--- config.mk ---
export PLATFORM = sky130hd
export DESIGN_NAME = lcd_write_sequencer
export DESIGN_NICKNAME = d
export VERILOG_FILES = /design/src/rtl/lcd_write_sequencer_pkg.sv /design/src/rtl/lcd_write_sequencer_timer.sv /design/src/rtl/lcd_write_sequencer.sv
export SDC_FILE = /design/constraint.sdc
export NUM_CORES = 1
export LEC_CHECK = 0
export ABC_AREA = 1
export CORE_ASPECT_RATIO = 1.75
export CORE_UTILIZATION = 50
export DETAILED_ROUTE_END_ITERATION = 16
export HOLD_SLACK_MARGIN = 0.1
export PLACE_DENSITY = 0.79
export REMOVE_ABC_BUFFERS = 1
export SLEW_MARGIN = 10
export SYNTH_ARGS = -nofsm -noshare
export SYNTH_HDL_FRONTEND = slang
export SYNTH_HIERARCHICAL = 1
export SYNTH_SLANG_ARGS = --single-unit
--- constraint.sdc ---
create_clock -name CLOCK_50 -period 4.9 [get_ports CLOCK_50]
set_input_delay 0.98 -clock CLOCK_50 [delete_from_list [all_inputs] [get_ports CLOCK_50]]
set_output_delay 0.98 -clock CLOCK_50 [all_outputs]
set_load 0.01 [all_outputs]
--- src/rtl/lcd_write_sequencer_pkg.sv ---
// rtl/lcd_write_sequencer_pkg.sv - shared state encodings, HD44780 init commands and helpers
package lcd_write_sequencer_pkg;

    localparam logic [2:0] ST_PWR_WAIT  = 3'd0;
    localparam logic [2:0] ST_INIT_LOAD = 3'd1;
    localparam logic [2:0] ST_SETUP     = 3'd2;
    localparam logic [2:0] ST_EN_HIGH   = 3'd3;
    localparam logic [2:0] ST_HOLD      = 3'd4;
    localparam logic [2:0] ST_EXEC_WAIT = 3'd5;
    localparam logic [2:0] ST_IDLE      = 3'd6;

    localparam logic [7:0] LCD_CMD_FUNC  = 8'h38;
    localparam logic [7:0] LCD_CMD_DISP  = 8'h0C;
    localparam logic [7:0] LCD_CMD_CLEAR = 8'h01;
    localparam logic [7:0] LCD_CMD_ENTRY = 8'h06;
    localparam int         INIT_LEN      = 4;

    typedef struct packed {
        logic       rs;
        logic [7:0] data;
    } lcd_byte_t;

    function automatic logic [7:0] init_cmd(input logic [1:0] idx);
        case (idx)
            2'd0:    return LCD_CMD_FUNC;
            2'd1:    return LCD_CMD_DISP;
            2'd2:    return LCD_CMD_CLEAR;
            default: return LCD_CMD_ENTRY;
        endcase
    endfunction

    // Clear display and return home need the long execution wait.
    function automatic logic is_long_cmd(input lcd_byte_t b);
        return !b.rs && (b.data[7:2] == 6'd0) && (b.data[1:0] != 2'd0);
    endfunction

    function automatic int max_of(input int a, input int b);
        return (a > b) ? a : b;
    endfunction

endpackage

--- src/rtl/lcd_write_sequencer_timer.sv ---
// rtl/lcd_write_sequencer_timer.sv - loadable down-counter with registered done flag
module lcd_timer
    import lcd_write_sequencer_pkg::*;
#(
    parameter int             W         = 8,
    parameter logic [W-1:0]   RESET_VAL = '0
) (
    input  logic         clk_i,
    input  logic         rst_i,
    input  logic         load_i,
    input  logic [W-1:0] load_val_i,
    output logic         done_o
);

    logic [W-1:0] cnt_q, cnt_d;
    logic         done_q, done_d;

    // done_q tracks (cnt_q == 0) so the FSM sees it without a compare path.
    always_comb begin
        cnt_d  = cnt_q;
        done_d = done_q;
        if (load_i) begin
            cnt_d  = load_val_i;
            done_d = (load_val_i == '0);
        end else if (cnt_q != '0) begin
            cnt_d  = cnt_q - W'(1);
            done_d = (cnt_q == W'(1));
        end
    end

    always_ff @(posedge clk_i or posedge rst_i) begin
        if (rst_i) begin
            cnt_q  <= RESET_VAL;
            done_q <= (RESET_VAL == '0);
        end else begin
            cnt_q  <= cnt_d;
            done_q <= done_d;
        end
    end

    assign done_o = done_q;

endmodule

--- src/rtl/lcd_write_sequencer.sv ---
// rtl/lcd_write_sequencer.sv - HD44780 init sequencer, two-port round-robin write arbiter and bus timing
module lcd_write_sequencer
    import lcd_write_sequencer_pkg::*;
#(
    parameter int T_PWR   = 750000,
    parameter int T_SETUP = 2,
    parameter int T_EN    = 12,
    parameter int T_HOLD  = 2,
    parameter int T_EXEC  = 2000,
    parameter int T_LONG  = 82000
) (
    input  logic       CLOCK_50,
    input  logic       reset,
    input  logic       req0_valid,
    input  logic       req0_rs,
    input  logic [7:0] req0_data,
    output logic       req0_ready,
    input  logic       req1_valid,
    input  logic       req1_rs,
    input  logic [7:0] req1_data,
    output logic       req1_ready,
    output logic       init_done,
    output logic       busy,
    output logic       LCD_RS,
    output logic       LCD_RW,
    output logic       LCD_EN,
    output logic [7:0] LCD_DATA
);

    localparam int T_MAX = max_of(max_of(max_of(T_PWR, T_SETUP), max_of(T_EN, T_HOLD)),
                                  max_of(T_EXEC, T_LONG));
    localparam int TW    = $clog2(T_MAX) + 1;

    localparam logic [TW-1:0] LD_PWR   = TW'(T_PWR - 1);
    localparam logic [TW-1:0] LD_SETUP = TW'(T_SETUP - 1);
    localparam logic [TW-1:0] LD_EN    = TW'(T_EN - 1);
    localparam logic [TW-1:0] LD_HOLD  = TW'(T_HOLD - 1);
    localparam logic [TW-1:0] LD_EXEC  = TW'(T_EXEC - 1);
    localparam logic [TW-1:0] LD_LONG  = TW'(T_LONG - 1);

    logic [2:0]    state_q, state_d;
    logic [1:0]    init_idx_q, init_idx_d;
    logic          init_done_q, init_done_d;
    logic          last_q, last_d;
    lcd_byte_t     byte_q, byte_d;

    logic          tmr_load;
    logic [TW-1:0] tmr_val;
    logic          tmr_done;

    logic          gnt0, gnt1, can_accept, acc0, acc1;

    // A lone requester always wins; on a tie the one not served last wins.
    assign gnt0       = req0_valid && (!req1_valid || last_q);
    assign gnt1       = req1_valid && (!req0_valid || !last_q);
    assign can_accept = (state_q == ST_IDLE) && init_done_q;
    assign req0_ready = can_accept && gnt0;
    assign req1_ready = can_accept && gnt1;
    assign acc0       = req0_valid && req0_ready;
    assign acc1       = req1_valid && req1_ready;

    lcd_timer #(
        .W         (TW),
        .RESET_VAL (LD_PWR)
    ) u_timer (
        .clk_i      (CLOCK_50),
        .rst_i      (reset),
        .load_i     (tmr_load),
        .load_val_i (tmr_val),
        .done_o     (tmr_done)
    );

    always_comb begin
        state_d     = state_q;
        init_idx_d  = init_idx_q;
        init_done_d = init_done_q;
        last_d      = last_q;
        byte_d      = byte_q;
        tmr_load    = 1'b0;
        tmr_val     = '0;
        case (state_q)
            ST_PWR_WAIT: begin
                if (tmr_done) state_d = ST_INIT_LOAD;
            end
            ST_INIT_LOAD: begin
                byte_d   = '{rs: 1'b0, data: init_cmd(init_idx_q)};
                state_d  = ST_SETUP;
                tmr_load = 1'b1;
                tmr_val  = LD_SETUP;
            end
            ST_SETUP: begin
                if (tmr_done) begin
                    state_d  = ST_EN_HIGH;
                    tmr_load = 1'b1;
                    tmr_val  = LD_EN;
                end
            end
            ST_EN_HIGH: begin
                if (tmr_done) begin
                    state_d  = ST_HOLD;
                    tmr_load = 1'b1;
                    tmr_val  = LD_HOLD;
                end
            end
            ST_HOLD: begin
                if (tmr_done) begin
                    state_d  = ST_EXEC_WAIT;
                    tmr_load = 1'b1;
                    tmr_val  = is_long_cmd(byte_q) ? LD_LONG : LD_EXEC;
                end
            end
            ST_EXEC_WAIT: begin
                if (tmr_done) begin
                    if (init_done_q) begin
                        state_d = ST_IDLE;
                    end else if (init_idx_q == 2'(INIT_LEN - 1)) begin
                        state_d     = ST_IDLE;
                        init_done_d = 1'b1;
                    end else begin
                        init_idx_d = init_idx_q + 2'd1;
                        state_d    = ST_INIT_LOAD;
                    end
                end
            end
            ST_IDLE: begin
                if (acc0 || acc1) begin
                    byte_d   = acc0 ? '{rs: req0_rs, data: req0_data}
                                    : '{rs: req1_rs, data: req1_data};
                    last_d   = acc1;
                    state_d  = ST_SETUP;
                    tmr_load = 1'b1;
                    tmr_val  = LD_SETUP;
                end
            end
            default: begin
                state_d  = ST_PWR_WAIT;
                tmr_load = 1'b1;
                tmr_val  = LD_PWR;
            end
        endcase
    end

    always_ff @(posedge CLOCK_50 or posedge reset) begin
        if (reset) begin
            state_q     <= ST_PWR_WAIT;
            init_idx_q  <= 2'd0;
            init_done_q <= 1'b0;
            last_q      <= 1'b1;
            byte_q      <= '0;
        end else begin
            state_q     <= state_d;
            init_idx_q  <= init_idx_d;
            init_done_q <= init_done_d;
            last_q      <= last_d;
            byte_q      <= byte_d;
        end
    end

    // EN decodes straight from state so an asynchronous reset drops it at once.
    assign LCD_EN    = (state_q == ST_EN_HIGH);
    assign LCD_RW    = 1'b0;
    assign LCD_RS    = byte_q.rs;
    assign LCD_DATA  = byte_q.data;
    assign busy      = (state_q != ST_IDLE);
    assign init_done = init_done_q;

endmodule

==> results.ini, run 1 <==
[layout]
synthToLayoutAreaGrowth_pct=17.52
fillers=521
diodes=0
nets=480
stdcell_area_mm2=0.003382
drive_gt1_share_pct=13.30

[die]
die_h_um=102.4
core_area_mm2=0.005540
num_rows=36
io_pins=37
start_util_pct=51.94
dieArea_mm2=0.006075
dieWidth_um=59.35

[sta]
finalSetupViolCount=0
maxSlewViolCount=0
period_minus_slack_ps=3634
fin_skew_ps=3.200
post-route-period-util_pct=74.17
tns_ps=0
worst_slew_margin_rel_pct=40.93
worst-slew-pin-transition_ps=885.1
fmax_mhz=275.2
hold_viol=0
rsz0062_at_grt=false

[clock_network]
cts_hold_buf=0
h-tree-depth=2
clkTransAtPathRegs_ps=80
postCtsSetupBuffers=0
clk-insertion-delay-late_ps=290
clkSinkCount=38
clk_path_buf_depth=2
tritoncts=yes
ctsRootBufferMaster=clkbuf_8
postCtsResizedCells=0
cts_buffers=5

[power_and_ir_drop]
powerDensity_mw_per_mm2=186.4
power_leakage_nw=1.747
irDropWorstVdd_uv=209.1

[global_routing]
grt_pass1_wl_um=11450
antenna_found_initial=0
grt_max_degree=36
grt-ovfl-total=0
grt_pass1_vias=2637
grt_usage_pct=24.92

[synth]
synth-seq-cells=38
synth_area_leaders=dfrtp_1 (21%), dfstp_2 (13%), nand2_1 (11%), nor2_1 (7.8%), inv_1 (7.2%)
netlist_area_mm2=0.002878
synth-edff-count=0
yosys.area.top_type_share_pct=20.87
ys_types=38
synth_top_area_cell=dfrtp_1
synth_seq_area_share_pct=33.65
yosys_warnings=6
ys.flop_type=dfrtp_1
synth.avg_cell_area_um2=7.053
postSynthCellCount=408
synthArstFlopShare_pct=100.0

[drt]
wire_per_inst_um=12.89
drtIter0Drc=126
firstDrtPassIters=4
vias=2622
drt-total-wl_um=6793
drtAntennaViolNets=0
avgViaCountPerCell=4.975
route.detailed.drc=0

[worst_setup_path]
cp.arrival_ps=2650
startpoint_type=input port
end_kind=output pin
path_buf_inv=3
path_cells=clkdlybuf4s50_1 > a21boi_2 > nand2_4 > inv_1 > clkdlybuf4s50_1
crit_type=in2out
crit_path_max_incr_delay_ps=540
slowest_stage=clkdlybuf4s50_1
cp.required_ps=3920
worst_path_most_repeated_cell=clkdlybuf4s50_1
critical-path-top-delay-family=buffers and inverters
crit_path_max_fanout=13

[placement]
postPlaceCellArea_mm2=0.003291
place_congestion=0.8816
portBuffers=35
dpl.hpwl_um=5423

[min_path]
hold_class=reg2reg

[run_status]
status=completed

[run]
maxCapViolations=0

sequential cells by signal (all words and copies together), names as in the netlist:
signal	cells
init_done	1
u_timer/cnt_q	21
state_q	3
init_idx_q	2
u_timer/done_o	1
LCD_RS	1
last_q	1
LCD_DATA	8
tightest hold or removal path: stages (launching register included):
cell     delay (ps)
dfrtp_1         370
nand2_1          60
nand2_1          50
through the flow:
step	std cells	power [mW]	setup WS [ps]	util, %	hold slack (ps)
final	527	0.6304	1266	61.04	512.9
after global routing	527	0.6549	1135	61.04	546.2
after CTS	527	0.6338	1256	61.04	512.6
after detailed placement	519	0.4092	1263	59.39	491.7
after global placement	519	0.4073	1304	59.39	493.8
after floorplan	408	0.3809	2158	-	499.6
final timing paths:
path / slack, ps / start / cells after the start / end
worst max-delay path: 1270 / req0_valid / 5 / req0_ready
worst min-delay path: 510 / LCD_DATA[3] / 2 / LCD_DATA[3]
worst max register to register: 1920 / state_q[1] / 11 / u_timer/done_o
worst min register to register: 510 / LCD_DATA[3] / 2 / LCD_DATA[3]
max in group asynchronous: 3140 / reset / 2 / u_timer/done_o
min in group asynchronous: 1100 / reset / 2 / LCD_RS
synth_stat cells (2+ instances only):
cell type,n
nand2_2,6
nor2_1,60
or2_2,2
inv_2,5
nand2_1,85
a21oi_1,20
ha_1,8
nand3_1,40
xnor2_1,3
buf_6,3
o211ai_1,3
nor2_4,4
o21ai_1,9
o21ai_0,15
nor2_2,9
xor2_1,5
nand3b_1,7
dfrtp_1,24
buf_2,2
nand3_4,2
o21ai_2,3
a211oi_1,2
dfstp_2,14
nand4_1,4
nand2_4,3
inv_1,55
nor2_8,3
buf_4,2
per-layer routing:
metal	vias to the layer above	global-route usage (%)	wire, um
met4	0	7.143	80
li1	1364	-	-
met2	45	50.73	4049
met5	-	0	0
met3	6	3.544	161
met1	1207	24.54	2501
cell type report:
type | instances | area [um2] | area share (%)
Inverter | 60 | 225.2 | 6.659
Timing Repair Buffer | 35 | 350.3 | 10.36
Clock inverter | 1 | 5.005 | 0.1480
Clock buffer | 7 | 86.33 | 2.553
Multi-Input combinational cell | 310 | 1652 | 48.83
Tap cell | 76 | 95.09 | 2.812
Sequential cell | 38 | 968.4 | 28.63
layout by cell type (no fill, tap or decap):
master	Yosys	layout
or2_1	1	1
nor3_1	1	1
nand2_1	85	85
and2_1	1	1
nor2_8	3	3
o211ai_1	3	3
o21bai_1	1	1
inv_2	5	5
nand3b_1	7	7
a21boi_2	1	1
clkbuf_8	0	6
a21oi_1	20	20
o31ai_1	1	1
o21ai_0	15	15
xnor2_1	3	3
nor2_4	4	4
dfstp_2	14	14
o21ai_1	9	9
nand3_1	40	40
nand4_1	4	4
or2_2	2	2
nand3_4	2	2
nand2_4	3	3
o21ai_2	3	3
nand3_2	1	1
ha_1	8	8
inv_1	55	55
xor2_1	5	5
clkbuf_1	1	1
conb_1	1	9
clkdlybuf4s50_1	0	35
nor2_1	60	60
nor2_2	9	9
nand2_2	6	6
a211oi_1	2	2
o21a_1	1	1
dfrtp_1	24	24
clkinv_2	0	1
cells by family (layout without fill, tap and decap cells):
| kind of cell | count (synthesis) | after routing | share of synthesized area, % |
|---|---|---|---|
| and+or+nand+nor | 229 | 229 | 39.26 |
| DFF | 38 | 38 | 33.65 |
| xor gates and xnor gates | 8 | 8 | 2.435 |
| other | 1 | 9 | 0.1303 |
| AOI/OAI and AO/OA | 56 | 56 | 11.04 |
| adders and majority gates | 8 | 8 | 3.478 |
| buffers and inverters | 68 | 103 | 10.00 |
where the power goes:
| part | switching (mW) | internal [mW] |
|---|---|---|
| Clock | 0.114 | 0.114 |
| Combinational | 0.0365 | 0.0322 |
| Sequential | 0.00891 | 0.325 |
| Total | 0.159 | 0.471 |
(Power assumes the default switching activity.)
==> inputs of run 2 (changes only) <==
==> constraint.sdc (replaced) <==
create_clock -name CLOCK_50 -period 3.8 [get_ports CLOCK_50]
set_input_delay 0.76 -clock CLOCK_50 [delete_from_list [all_inputs] [get_ports CLOCK_50]]
set_output_delay 0.76 -clock CLOCK_50 [all_outputs]
set_load 0.01 [all_outputs]
==> run 2 against run 1 <==
- die area unchanged
- combinational power rose by 31%
- register-to-register slack got worse by 530 ps
- non-clock buffer count is 2 higher
- final cell count increased by 0.38%
- critical path type unchanged
- sequential power up 29%
==> results.ini, run 2 (synthesis results as in run 1) <==
[run_status]
status=completed

[layout]
largest_register=u_timer/cnt_q
drive_gt1_share_pct=13.69
final_common_cell=nand2_1
largest_register_ff_count=21
diodes=0
synthToLayoutAreaGrowth_pct=18.04
final_cell_mix=nand2_1 (85), nor2_1 (60), inv_1 (55)
final_core_util_pct=61.31
final_cells=529
nets=482

[worst_setup_path]
cp.required_ps=3040
crit_type=in2out
crit_path_max_incr_delay_ps=550
crit_path_max_fanout=13
path_cells=clkdlybuf4s50_1 > a21boi_2 > nand2_4 > inv_1 > clkdlybuf4s50_1
worst_path_most_repeated_cell=clkdlybuf4s50_1
startpoint=req0_valid
cp.arrival_ps=2470
path_buf_inv=3
slowest_stage=clkdlybuf4s50_1
critical-path-top-delay-family=buffers and inverters
startpoint_type=input port
rr_startpoint=last_q
end_kind=output pin

[sta]
tns_ps=0
fin_skew_ps=2.819
hold_viol=0
fmax_mhz=309.2
post-route-period-util_pct=85.10
maxSlewViolCount=0
rsz0062_at_grt=false
finalSetupViolCount=0
worst-slew-pin-transition_ps=862.5
worst_slew_margin_rel_pct=42.44
period_minus_slack_ps=3234

[min_path]
hold_class=reg2reg
min_from=LCD_DATA[3]

[power_and_ir_drop]
power_mw=0.8155
powerDensity_mw_per_mm2=240.1
power_leakage_nw=1.757
irDropWorstVdd_uv=217.1

[clock_network]
clk-insertion-delay-late_ps=300
clkSinkCount=38
tritoncts=yes
cts_hold_buf=0
ctsRootBufferMaster=clkbuf_8
h-tree-depth=2
postCtsResizedCells=0
cts_buffers=5
postCtsSetupBuffers=0
clkTransAtPathRegs_ps=70
clk_path_buf_depth=2

[placement]
place_congestion=0.8950
dpl.hpwl_um=5416
place_inst=521
portBuffers=35

[die]
num_rows=36
core_area_mm2=0.005540
dieArea_mm2=0.006075
die_h_um=102.4
io_pins=37
dieWidth_um=59.35
start_util_pct=51.94

[drt]
drt-total-wl_um=6713
wire_per_inst_um=12.69
firstDrtPassIters=4
drtIter0Drc=106
avgViaCountPerCell=5.062
route.detailed.drc=0
vias=2678
drtAntennaViolNets=0

[global_routing]
antenna_found_initial=0
grt_usage_pct=25.29
grt_max_degree=23
grt_pass1_wl_um=11490
grt-ovfl-total=0
grt_pass1_vias=2696

[run]
maxCapViolations=0

-- run 2: changes by cell type in the layout (fill, tap and decap cells not counted) --
cell   delta
buf_4     +2
-- run 2: worst min-delay path, cell delays in order (launching register included) --
cell and delay (ps):
dfrtp_1 380, nand2_1 60, nand2_1 50
-- run 2: worst paths after layout --
check / end / slack (ps) / depth (start not counted)
setup / recovery: req0_ready / 570 / 5
hold / removal: LCD_DATA[3] / 520 / 2
setup reg to reg: u_timer/done_o / 1390 / 13
hold reg to reg: LCD_DATA[3] / 520 / 2
max in group asynchronous: u_timer/cnt_q[4] / 2300 / 2
min in group asynchronous: LCD_DATA[5] / 870 / 2
-- run 2: layer usage --
metal / global-route usage (%) / part of all wire, %
met4: 14.47 / 3.7
met1: 25.20 / 36
met3: 3.544 / 2.6
met2: 47.80 / 57
met5: 0 / 0
-- run 2: report_power, final --
group	leakage [nW]	switching, mW	total (mW)	internal [mW]
Sequential	0.452	0.0115	0.431	0.419
Clock	0.0482	0.148	0.295	0.147
Combinational	1.26	0.0483	0.0899	0.0416
Total	1.76	0.208	0.815	0.607
-- run 2: layout make-up --
type | instances | area, um2
tap | 76 | 95.09
timing repair buffer | 37 | 365.4
inverter | 60 | 225.2
fill | 508 | 2143
clock buffer | 7 | 86.33
clock inverter | 1 | 5.005
multi-input combinational | 310 | 1652
sequential | 38 | 968.4
-- run 2: through the flow --
stage	cell area [um2]	hold WS [ps]	setup WS (ps)
after global routing	3397	550.0	452.5
after global placement	3306	504.6	638.4
after CTS	3397	519.1	581.1
final	3397	522.4	566.1
after detailed placement	3306	500.0	588.8
after floorplan	2845	499.6	1278
==> inputs of run 3 (changes only) <==
--- a/config.mk
+++ b/config.mk
@@ -8,9 +8,10 @@
 export ABC_AREA = 1
 export CORE_ASPECT_RATIO = 1.75
 export CORE_UTILIZATION = 50
+export CTS_CLUSTER_DIAMETER = 150
 export DETAILED_ROUTE_END_ITERATION = 16
 export HOLD_SLACK_MARGIN = 0.1
-export PLACE_DENSITY = 0.79
+export PLACE_DENSITY = 0.73
 export REMOVE_ABC_BUFFERS = 1
 export SLEW_MARGIN = 10
 export SYNTH_ARGS = -nofsm -noshare
==> run 3 against run 2 <==
- sequential cell count is the same
- combinational power is 0.4% lower
- wire length up 1.3%
- clock power about the same
- sequential share of layout area down 0.063 points
- total power shrank 0.37%
- fmax rose by 1.6%
- largest cell class unchanged
- largest power group unchanged
==> results.ini, run 3 (synthesis results as in run 1) <==
[run_status]
status=completed

[global_routing]
grt_max_degree=28
antenna_found_initial=0
grt_pass1_wl_um=11140
grt-ovfl-total=0
grt_usage_pct=24.64
grt_pass1_vias=2551

[drt]
avgViaCountPerCell=5.057
drtAntennaViolNets=0
route.detailed.drc=0
drt-total-wl_um=6801
wire_per_inst_um=12.83
drtIter0Drc=94
firstDrtPassIters=4
vias=2680

[sta]
worst-slew-pin-transition_ps=871.3
timing.final.ws_setup_ps=618.1
fin_skew_ps=9.768
period_minus_slack_ps=3182
fin_hold_ws_ps=519.6
finalSetupViolCount=0
post-route-period-util_pct=83.74
tns_ps=0
worst_slew_margin_rel_pct=41.85
rsz0062_at_grt=false
fmax_mhz=314.3
maxSlewViolCount=0
hold_viol=0

[clock_network]
h-tree-depth=2
cts_buffers=5
tritoncts=yes
postCtsSetupBuffers=0
ctsRootBufferMaster=clkbuf_8
postCtsResizedCells=0
cts_hold_buf=0
clk-insertion-delay-late_ps=290
clkSinkCount=38
clkTransAtPathRegs_ps=70
clk_path_buf_depth=2

[run]
maxCapViolations=0

[die]
dieArea_mm2=0.006075
core_area_mm2=0.005540
io_pins=37
num_rows=36
dieWidth_um=59.35
start_util_pct=51.94
die_h_um=102.4

[layout]
final_cell_mix=nand2_1 (85), nor2_1 (60), inv_1 (55)
fillers=553
largest_register=u_timer/cnt_q
synthToLayoutAreaGrowth_pct=18.30
diodes=0
final_cells=530
nets=483
largest_register_ff_count=21
final_common_cell=nand2_1
drive_gt1_share_pct=13.88

[min_path]
min_from=LCD_DATA[3]
whs_endpoint=LCD_DATA[3]
min_path_cells=2
hold_class=reg2reg

[worst_setup_path]
end_kind=output pin
cp.required_ps=3040
startpoint_type=input port
slowest_stage=clkdlybuf4s50_1
rr_worst_depth=12
cp.arrival_ps=2420
crit_path_max_incr_delay_ps=530
worst_path_most_repeated_cell=clkdlybuf4s50_1
path_cells=clkdlybuf4s50_1 > a21boi_2 > nand2_4 > inv_1 > clkdlybuf4s50_1
rr_startpoint=last_q
crit_type=in2out
timing.rr.end=u_timer/cnt_q[0]
ff2ff_setup_slack_ps=1460
startpoint=req0_valid
crit_path_max_fanout=13

[placement]
portBuffers=35
place_inst=522
dpl.hpwl_um=5288
post-place-ws_ps=611.9
place_congestion=0.9143

[power_and_ir_drop]
irDropWorstVdd_uv=174.9
power_mw=0.8125
power_leakage_nw=1.762
powerDensity_mw_per_mm2=238.6

-- run 3: power by group --
part | total (mW) | internal (mW) | switching, mW
Sequential | 0.431 | 0.419 | 0.0117
Clock | 0.292 | 0.147 | 0.145
Combinational | 0.0895 | 0.0416 | 0.0479
Total | 0.812 | 0.608 | 0.205
-- run 3: layout make-up --
type / instances / area [um2] / share of cell area [%]
Timing Repair Buffer: 38 / 372.9 / 10.95
Sequential cell: 38 / 968.4 / 28.45
Inverter: 60 / 225.2 / 6.615
Clock inverter: 1 / 5.005 / 0.1470
Clock buffer: 7 / 86.33 / 2.536
Tap cell: 76 / 95.09 / 2.793
Multi-Input combinational cell: 310 / 1652 / 48.51
-- run 3: worst max-delay path: cells and delay by family --
| kind | cells | cell delay, ps |
|---|---|---|
| and+or+nand+nor | 1 | 160 |
| AOI/OAI and AO/OA | 1 | 370 |
| buffers and inverters | 3 | 1140 |
-- run 3: worst max path at each step --
stage	end	depth (start not counted)
2_1_floorplan	u_timer/done_o	14
6_report	req0_ready	5
3_5_place_dp	req0_ready	5
4_1_cts	req0_ready	5
5_1_grt	req0_ready	5
3_3_place_gp	req0_ready	5
-- run 3: metrics by stage --
stage	cell area [um2]	utilization [%]
floorplan	2845	-
global placement	3313	59.80
detailed placement	3313	59.80
CTS	3405	61.45
global route	3405	61.45
finish	3405	61.45
-- run 3: metal layers --
metal | wire (um) | vias up | track usage [%]
met5 | 0 | - | 0
met4 | 191 | 0 | 10.44
li1 | - | 1374 | -
met1 | 2410 | 1243 | 23.18
met3 | 218 | 13 | 3.544
met2 | 3980 | 50 | 49.70
